$ cat config.mk
export PLATFORM = sky130hd
export DESIGN_NAME = instr_fetch
export DESIGN_NICKNAME = d
export VERILOG_FILES = /design/src/rtl/instr_fetch.sv
export SDC_FILE = /design/constraint.sdc
export NUM_CORES = 1
export LEC_CHECK = 0
export ABC_AREA = 0
export ABC_CLOCK_PERIOD_IN_PS = 3160
export BUFFER_PORTS_ARGS = -buffer_cell sky130_fd_sc_hd__buf_2
export CAP_MARGIN = 20
export CORE_UTILIZATION = 50
export CTS_CLUSTER_DIAMETER = 150
export DETAILED_ROUTE_END_ITERATION = 16
export PLACE_DENSITY = 0.69
export RECOVER_POWER = 100
export REMOVE_ABC_BUFFERS = 1
export SLEW_MARGIN = 15
export SYNTH_ARGS = -nofsm -noshare
export SYNTH_HDL_FRONTEND = slang
export SYNTH_SLANG_ARGS = --single-unit
$ cat constraint.sdc
create_clock -name clock -period 3.16 [get_ports clock]
set_clock_uncertainty 0.15 [all_clocks]
set_input_delay 0.632 -clock clock [delete_from_list [all_inputs] [get_ports clock]]
set_output_delay 0.632 -clock clock [all_outputs]
set_load 0.1 [all_outputs]
$ cat src/rtl/instr_fetch.sv
// Instruction fetch / prefetch stage.
// Streams 16-bit words from a synchronous ROM (one-cycle read latency) into
// a small FIFO and presents the head under a valid/take handshake. A jump
// redirects the fetch pointer and flushes every buffered and in-flight word.
module instr_fetch #(
  parameter int                 ADDR_W     = 8,
  parameter int                 DEPTH      = 4,
  parameter logic [ADDR_W-1:0]  START_ADDR = '0
) (
  input  logic              clock,
  input  logic              resetn,
  output logic [ADDR_W-1:0] mem_addr,
  output logic              mem_rd,
  input  logic [15:0]       mem_data,
  output logic [15:0]       iin,
  output logic              iin_valid,
  input  logic              iin_take,
  output logic [ADDR_W-1:0] pc,
  input  logic              jump,
  input  logic [ADDR_W-1:0] jump_addr
);

  localparam int PTR_W = (DEPTH > 1) ? $clog2(DEPTH) : 1;
  localparam int CNT_W = $clog2(DEPTH + 1);
  localparam logic [CNT_W-1:0] CNT_FULL  = CNT_W'(DEPTH);
  localparam logic [CNT_W:0]   DEPTH_OCC = (CNT_W + 1)'(DEPTH);

  typedef enum logic {S_RESET, S_RUN} state_t;

  state_t            state;
  logic [ADDR_W-1:0] fa;             // fetch pointer
  logic [CNT_W-1:0]  cnt;            // buffered entries
  logic [PTR_W-1:0]  rd_ptr;
  logic [PTR_W-1:0]  wr_ptr;
  logic              inflight;       // a read was issued last cycle
  logic [ADDR_W-1:0] inflight_addr;  // address of that read

  logic [15:0]       fifo_data [DEPTH];
  logic [ADDR_W-1:0] fifo_addr [DEPTH];

  logic              run;
  logic [CNT_W:0]    occ;
  logic              push;
  logic              pop;

  function automatic logic [PTR_W-1:0] ptr_next(input logic [PTR_W-1:0] p);
    return (p == PTR_W'(DEPTH - 1)) ? '0 : p + PTR_W'(1);
  endfunction

  assign run       = (state == S_RUN);
  // Occupancy counts the in-flight word so a response always has a slot;
  // a same-cycle take is deliberately not credited.
  assign occ       = {1'b0, cnt} + (CNT_W + 1)'(inflight);
  assign mem_rd    = run && !jump && (occ < DEPTH_OCC);
  assign mem_addr  = fa;
  assign iin_valid = (cnt != '0);
  // A jump discards the arriving response and ignores a simultaneous take.
  assign push      = run && inflight && !jump;
  assign pop       = run && iin_valid && iin_take && !jump;

  // Head presentation, forced to zero while the FIFO is empty
  always_comb begin
    // NOTE: blocking (=) here because this is combinational; the clocked
    // blocks below use non-blocking (<=) so every register samples old values.
    // NOTE: both outputs get a default first so no path can infer a latch.
    iin = '0;
    pc  = '0;
    if (iin_valid) begin
      iin = fifo_data[rd_ptr];
      pc  = fifo_addr[rd_ptr];
    end
  end

  // Control state: FSM, fetch pointer, FIFO pointers/count, in-flight tracking
  always_ff @(posedge clock or negedge resetn) begin
    if (!resetn) begin
      state         <= S_RESET;
      fa            <= START_ADDR;
      cnt           <= '0;
      rd_ptr        <= '0;
      wr_ptr        <= '0;
      inflight      <= 1'b0;
      inflight_addr <= START_ADDR;
    end else begin
      case (state)
        S_RESET: state <= S_RUN;
        S_RUN: begin
          if (jump) begin
            fa       <= jump_addr;
            cnt      <= '0;
            rd_ptr   <= '0;
            wr_ptr   <= '0;
            inflight <= 1'b0;
          end else begin
            inflight <= mem_rd;
            if (mem_rd) begin
              fa            <= fa + ADDR_W'(1);
              inflight_addr <= fa;
            end
            if (push) wr_ptr <= ptr_next(wr_ptr);
            if (pop)  rd_ptr <= ptr_next(rd_ptr);
            case ({push, pop})
              2'b10:   cnt <= cnt + CNT_W'(1);
              2'b01:   cnt <= cnt - CNT_W'(1);
              default: cnt <= cnt;
            endcase
          end
        end
        default: state <= S_RESET;
      endcase
    end
  end

  // FIFO storage write port
  // NOTE: storage is not reset; cnt gates what is visible, so stale words
  // never reach the outputs and the array can map onto plain RAM cells.
  always_ff @(posedge clock) begin
    if (push) begin
      fifo_data[wr_ptr] <= mem_data;
      fifo_addr[wr_ptr] <= inflight_addr;
    end
  end

  // The read-issue rule must make an overflowing push impossible.
  no_overflow: assert property (@(posedge clock) disable iff (!resetn)
    !(push && !pop && cnt == CNT_FULL));

endmodule

==> After elaboration in Yosys (flattened, before gate mapping) <==
Memory sizes are Yosys's and may differ from the RTL's.
Cells that the tools add are included.
W data, S select, Z words.
{ "classes": {"addsub": 6, "n_lt_le_gt_ge": 1, "n_eq_ne": 4, "n_mux": 15, "bitwise": 1, "n_reduce_logical": 18} }
{ "ops": {"columns": ["cell", "n"], "rows": [
  ["$mux W8", 3],
  ["$mux W16", 1],
  ["$mux W2", 6],
  ["$add A8 B1 Y8 const B", 1],
  ["$reduce_and A2 Y1", 4],
  ["$logic_and A1 B1 Y1", 7],
  ["$eq A2 B2 Y1 const B", 3],
  ["$pmux W3 S2", 1],
  ["$reduce_bool A2 Y1", 3],
  ["$reduce_bool A3 Y1", 2],
  ["$add A2 B1 Y2 const B", 2],
  ["$add A3 B1 Y4", 1],
  ["$lt A4 B3 Y1 const B", 1],
  ["$add A3 B1 Y3 const B", 1],
  ["$mux W1", 3],
  ["$mux W3", 1],
  ["$reduce_and A3 Y1", 1],
  ["$sub A3 B1 Y3 const B", 1],
  ["$eq A2 B1 Y1 const B", 1],
  ["$logic_not A1 Y1", 1],
  ["$not A1 Y1", 1]
]} }
{ "totals": {"register_bits": 25, "mem_bits_rw": 96, "elab_cells": 54, "mem_count": 2} }
{ "mem_list": {"columns": ["name", "words", "width", "read_ports", "rd_ports_with_merged_regs", "write_ports", "line_no", "source"], "rows": [
  ["fifo_data", 4, 16, 1, 0, 1, "38", "logic [15:0] fifo_data [DEPTH];"],
  ["fifo_addr", 4, 8, 1, 0, 1, "39", "logic [ADDR_W-1:0] fifo_addr [DEPTH];"]
]} }

==> Depth between registers and ports, before layout <==
Gate-level depths: netlist of the first run.
{ "depth": {"word_depth": 7, "ltp_mapped": 9, "ltp_nobuf": 8} }

==> Least setup slack after synthesis of the first run <==
OpenSTA, ideal clock, no wires.
{ "synth_timing": {"path_type": "register to output", "startpoint": "register cnt[2]", "endpoint": "output iin[13]", "arrival_ns": 2.440, "slack_ns": -0.062, "stages_incl_launch_ff": 4, "n_path_buf": 1, "cell_sequence": "dfrtp_1 or3_2 clkbuf_1 and2_1"} }
{ "synth_between": {"elab_chain_len": 2} }
{ "synth_lines": {"columns": ["element", "line_no", "source"], "rows": [
  ["start, declared", "32", "logic [CNT_W-1:0] cnt;"],
  ["start signal, assigned", "103", "2'b10: cnt <= cnt + CNT_W'(1);"],
  ["start signal, assigned", "104", "2'b01: cnt <= cnt - CNT_W'(1);"],
  ["start signal, assigned", "105", "default: cnt <= cnt;"],
  ["$reduce_bool A3 Y1", "56", "assign iin_valid = (cnt != '0);"],
  ["named net iin_valid", "16", "output logic iin_valid,"],
  ["$mux W16", "68", "if (iin_valid) begin"],
  ["end, declared", "15", "output logic [15:0] iin,"]
]} }
The timed path passes the listed nets, and every way through them passes these cells.

==> Worst setup path in the final report of the first run <==
{ "layout_timing": {"startpoint": "register rd_ptr[0]", "endpoint": "output iin[8]"} }
{ "layout_between": {"elab_chain_len": 2} }
{ "layout_lines": {"columns": ["element", "line_no", "source"], "rows": [
  ["start, declared", "33", "logic [PTR_W-1:0] rd_ptr;"],
  ["start signal, assigned", "101", "if (pop) rd_ptr <= ptr_next(rd_ptr);"],
  ["$mem_v2 Z4 W16", null, null],
  ["$mux W16", "68", null]
]} }
No other way between the ends.

==> reports/metrics.cfg, run 1 <==
[run_status]
status=finished with violations
violations=capacitance limit, slew limit

[routing]
dr.first_iter.drc_count=96
first_pass_iters=4
vias=2791
wl_per_cell_um=17.84
ant_nets=0
wl_mm=9.025
drc=0
viasPerCell=5.516

[timing]
fin_crit_sh=0.9618
rsz0062_at_grt=false
period_needed_ns=3.039
relSlewSlack=-0.03538
max_freq_mhz=329.0
hold_viol_final=0
slew_viol_final=50
hold-worst-slack_ns=0.2007
final-setup-viol-count=0
worst_slew_pin_slew_ns=1.553
setup_tns_ns=0

[yosys]
synth_mux_area_frac=0.1286
netlist_area_um2=4981
synth_edf_count=96
yosysWarnings=0
ys_seq_area_frac=0.7043
synth_top_family_by_area=multiplexers
synthAdderAreaFrac=0.01758
synth.distinct_cells=45
synthXorXnorAreaFrac=0.007033
synth-compound-area-share=0.05024
synth-async-reset-ratio=0.2066
syn_avg_cell_area_um2=17.66
ys_ff_latch=121
syn_inst=282
synthFlopType=edfxtp_1
synthSimpleGateAreaFrac=0.07762

[critical_path]
crit_required_ns=2.38
path_max_fanout=21
start_kind=register
reg2reg_to=cnt[2]
worstPathCellList=buf_12 > mux4_2 > and2_0 > buf_2
reg2reg_depth=8
rrSetupSlack_ns=0.28
worstReg2RegStart=cnt[1]
critPathSlowestCell=mux4_2
arrival_ns=2.26
critical_path.max_stage_delay_ns=0.52
endpoint_kind=output port
worstSetupPathType=reg -> out

[placed_design]
io_buffers=61
gp_congestion=0.8442
place_inst=473
post-dp-hpwl_mm=5.606

[global_route]
grt_overflow_total=0
grt_pass1_wl_mm=14.12
grt_max_degree=28
grt_usage=0.1895
antenna_found_initial=0
grt_pass1_vias=2697

[die]
die_y_um=101.8
die_w_um=101.8
rows=36
io_pins=62
dieArea_um2=10370
initial_utilization=0.5120
coreArea_um2=9729

[clock_tree]
cts_tree=built
clock_sinks=121
root_buffer=clkbuf_8
path_clk_slew_ns=0.06
clk-insertion-delay-late_ns=0.51
numCtsBuffers=17
clk_path_buf_depth=2
htreeDepth=4
cts_resized=0

[final_layout]
layout.cells.non_filler=506
multi_input_comb_area_um2=1384
fillers=723
nNetsFinal=395
synthToLayoutAreaGrowth_pct=22.26
antennaDiodeCount=0
drive_above_1_share=0.2949
final-seq-area_um2=3510

[worst_hold_path]
hp-class=in -> reg
whs_path_depth=3
hp-start=jump_addr[4]
min_to=mem_addr[4]

[run]
cap_violations=2

==> state kept, by name (all words and copies together), names as in the netlist <==
register	cells
mem_addr	8
wr_ptr	2
inflight	1
rd_ptr	2
inflight_addr	8
fifo_addr	32
run	1
fifo_data	64
cnt	3
==> cells by family after synthesis <==
group,Yosys count
other,1
AND/OR/NAND/NOR,64
adder cells (fa/ha/maj),7
buffers and inverters,17
XOR/XNOR,4
multiplexers,33
AO/OA/AOI/OAI,35
flip-flops,121
==> how the worst max path moves through the flow <==
| stage | from | end | slack, ns |
|---|---|---|---|
| finish | rd_ptr[0] | iin[8] | 0.12 |
| global route | rd_ptr[0] | iin[8] | 0.01 |
| CTS | rd_ptr[0] | pc[1] | 0.08 |
| detailed placement | jump | mem_rd | 0.48 |
| global placement | jump | mem_rd | 0.51 |
| floorplan | rd_ptr[0] | iin[0] | 0.06 |
==> cells in the mapped netlist (5+ instances only) <==
library cell	n	share of area
edfxtp_1	96	0.58
and2_1	27	0.034
dfrtp_1	25	0.13
mux4_2	24	0.11
nand2_1	14	0.011
mux2_2	8	0.018
o21ai_0	8	0.0080
clkbuf_1	7	0.0053
ha_1	7	0.018
a22oi_1	5	0.0075
and3_1	5	0.0063
==> critical path: cells and delay by family (launching register included) <==
| family | cells | cell delay [ns] |
|---|---|---|
| mux | 1 | 0.52 |
| simple gates | 1 | 0.18 |
| buf+inv | 2 | 0.54 |
| flops | 1 | 0.50 |
==> stage by stage <==
stage | cell area (um2) | util | setup WS [ns]
final | 6090 | 0.6259 | 0.1208
after global placement | 5599 | 0.5755 | 0.5119
after global routing | 6090 | 0.6259 | 0.01408
after detailed placement | 5599 | 0.5755 | 0.4772
after CTS | 6185 | 0.6357 | 0.07684
after floorplan | 4931 | - | 0.06417
==> per-layer routing <==
layer,track usage,part of all wire
met5,0,0
met3,0.05882,0.043
met4,0.06703,0.0089
met2,0.2983,0.49
met1,0.2523,0.46
==> cells in the final DEF, fill, tap and decap left out, drive strengths merged, types with 3 or more instances in the layout <==
master,n
a31oi,4
ha,7
o22ai,3
inv,4
clkinvlp,4
buf,39
mux4,24
a22oi,5
o21ai,8
and3,5
nand2,15
o31ai,3
bufinv,3
nor2,3
clkbuf,50
nand3,4
dfrtp,25
edfxtp,96
mux2,8
and2,28
clkinv,7
o211ai,3
==> final cells by class <==
| cell class | instances | area share |
|---|---|---|
| flip-flops and latches | 121 | 0.5763 |
| multi-input cells | 144 | 0.2272 |
| repair buffers | 71 | 0.07150 |
| clock buffers | 19 | 0.06924 |
| well taps | 133 | 0.02733 |
| clock inverters | 13 | 0.02527 |
| inverters | 5 | 0.003082 |
==> what timing repair did <==
action | CTS | global route
setup buffers | 0 | 0
endpoints found under the hold margin | 25 | 0
hold buffers | 1 | 0
Power of run 1 is left out: the tool's default activity adds up to more than one toggle a clock period on the data nets, which glitch-free logic cannot reach.
==> run 2: changes to the inputs <==
ABC_CLOCK_PERIOD_IN_PS = 2910   (was 3160)
clock period = 2.91 ns   (was 3.16 ns; I/O delays follow)
==> run 2 against run 1 <==
- routed wire length rose by 1.7%
- utilization rose by 2.8 points
- cell area rose by 4.4%
- critical endpoint is now pc[7]
- largest cell class unchanged
- the run now ends clean
==> reports/metrics.cfg, run 2 (same netlist as run 1, synthesis figures left out) <==
[timing]
max_freq_mhz=357.4
period_needed_ns=2.798
worst_slack_ns=0.1123  ; -0.008409 ns
final-setup-viol-count=0  ; unchanged
rsz0062_at_grt=false
slew_viol_final=0  ; -100%
fin_crit_sh=0.9614
relSlewSlack=0.09745  ; +0.1328
hold_viol_final=0  ; unchanged
worst_slew_pin_slew_ns=1.354  ; -0.1992 ns

[clock_tree]
cts_tree=built
clk_path_buf_depth=2  ; unchanged
htreeDepth=4  ; unchanged
root_buffer=clkbuf_8
numCtsBuffers=17  ; unchanged
clock_sinks=121  ; unchanged
path_clk_slew_ns=0.06  ; about the same
clk-insertion-delay-late_ns=0.51  ; about the same

[die]
die_w_um=101.8  ; unchanged
coreArea_um2=9729  ; unchanged
die_y_um=101.8  ; unchanged
io_pins=62  ; unchanged
initial_utilization=0.5120  ; unchanged
dieArea_um2=10370  ; unchanged
rows=36  ; unchanged

[run_status]
status=finished clean

[routing]
wl_per_cell_um=18.07  ; +1.3%
drc=0  ; unchanged
vias=2776  ; -0.54%
ant_nets=0  ; unchanged
wl_mm=9.182  ; +1.7%
first_pass_iters=4  ; unchanged
viasPerCell=5.465  ; -0.93%
dr.first_iter.drc_count=92  ; -4.2%

[critical_path]
crit_required_ns=2.18  ; -0.20 ns
reg2reg_to=cnt[2]
cp-startpoint=rd_ptr[0]
reg2reg_depth=8  ; unchanged
arrival_ns=2.07  ; -0.19 ns
endpoint_kind=output port
start_kind=register
worstSetupPathType=reg -> out
path_max_fanout=21  ; unchanged
worstReg2RegStart=cnt[1]
rrSetupSlack_ns=0.31  ; +0.03 ns

[global_route]
antenna_found_initial=0  ; unchanged
grt_max_degree=28  ; unchanged
grt_pass1_vias=2873  ; +6.5%
grt_pass1_wl_mm=14.81  ; +4.8%
grt_usage=0.1998  ; +0.01031
grt_overflow_total=0  ; unchanged

[final_layout]
drive_above_1_share=0.3173  ; +0.02243
synthToLayoutAreaGrowth_pct=27.66
nNetsFinal=397  ; +0.51%
largest_register_ffs=64  ; unchanged
top_regs=fifo_data x64, fifo_addr x32
layout_commonest_cell=edfxtp_1
top_register=fifo_data
final_cell_mix=edfxtp_1, clkbuf_1, buf_12
antennaDiodeCount=0  ; unchanged
fillers=705  ; -2.5%
post-route-util=0.6535  ; +0.02765

[placed_design]
io_buffers=61  ; unchanged
gp_congestion=0.8338  ; -1.2%
post-place-ws_ns=0.3368  ; -0.1403 ns
post-dp-hpwl_mm=5.668  ; +1.1%

[run]
cap_violations=0  ; -2

[worst_hold_path]
whs_path_depth=3  ; unchanged
hp-start=jump_addr[6]
min_to=mem_addr[6]
hp-class=in -> reg

run 2: cell count changes in the layout (fill, tap and decap cells not counted), sizes merged:
cell      delta
buf          +1
bufinv       -3
clkinv       -4
clkinvlp     -2
inv         +10
run 2: repair_timing:
| action | in CTS | in global routing |
|---|---|---|
| setup buffers | 1 | 0 |
| endpoints found under the hold margin | 25 | 0 |
| endpoints found under the setup margin | 24 | 1 |
| resized for setup | 1 | 2 |
| hold buffers | 1 | 0 |
run 2: worst max-delay path, stage by stage, from the launching register on:
cell and delay [ns]:
dfrtp_2 0.39, buf_12 0.21, mux4_2 0.54, and2_0 0.21, buf_12 0.18
run 2: per-stage QoR:
stage                     hold slack [ns]  TNS (ns)  instances  area [um2]
final                              0.1563         0        508        6359
after global routing               0.1563         0        508        6359
after CTS                          0.1204         0        508        6451
after detailed placement           0.3614         0        474        5892
after global placement             0.3365         0        474        5892
after floorplan                    0.1364    -3.260        270        4931
run 2: layout make-up:
class / count / area [um2] / area share
clock inverters: 14 / 110.1 / 0.01732
multi-input cells: 144 / 1398 / 0.2198
clock buffers: 18 / 427.9 / 0.06730
well taps: 133 / 166.4 / 0.02617
repair buffers: 73 / 724.4 / 0.1139
flip-flops and latches: 121 / 3510 / 0.5519
inverters: 5 / 22.52 / 0.003542
run 2: per-layer routing:
layer  vias to the layer above  track usage  part of all wire
met3                         6      0.05404             0.053
met5                         -            0                 0
met2                       101       0.3202              0.50
met4                         0      0.08242            0.0073
li1                       1282            -                 -
met1                      1387       0.2618              0.44
run 2: worst max-delay path by stage:
| stage | slack (ns) | end | depth (start not counted) |
|---|---|---|---|
| 2_1_floorplan | -0.14 | iin[0] | 2 |
| 5_1_grt | 0.03 | pc[7] | 4 |
| 3_3_place_gp | 0.43 | cnt[2] | 8 |
| 3_5_place_dp | 0.34 | cnt[2] | 8 |
| 6_report | 0.11 | pc[7] | 4 |
| 4_1_cts | 0.04 | mem_rd | 4 |
Power of run 2 is left out for the same reason.
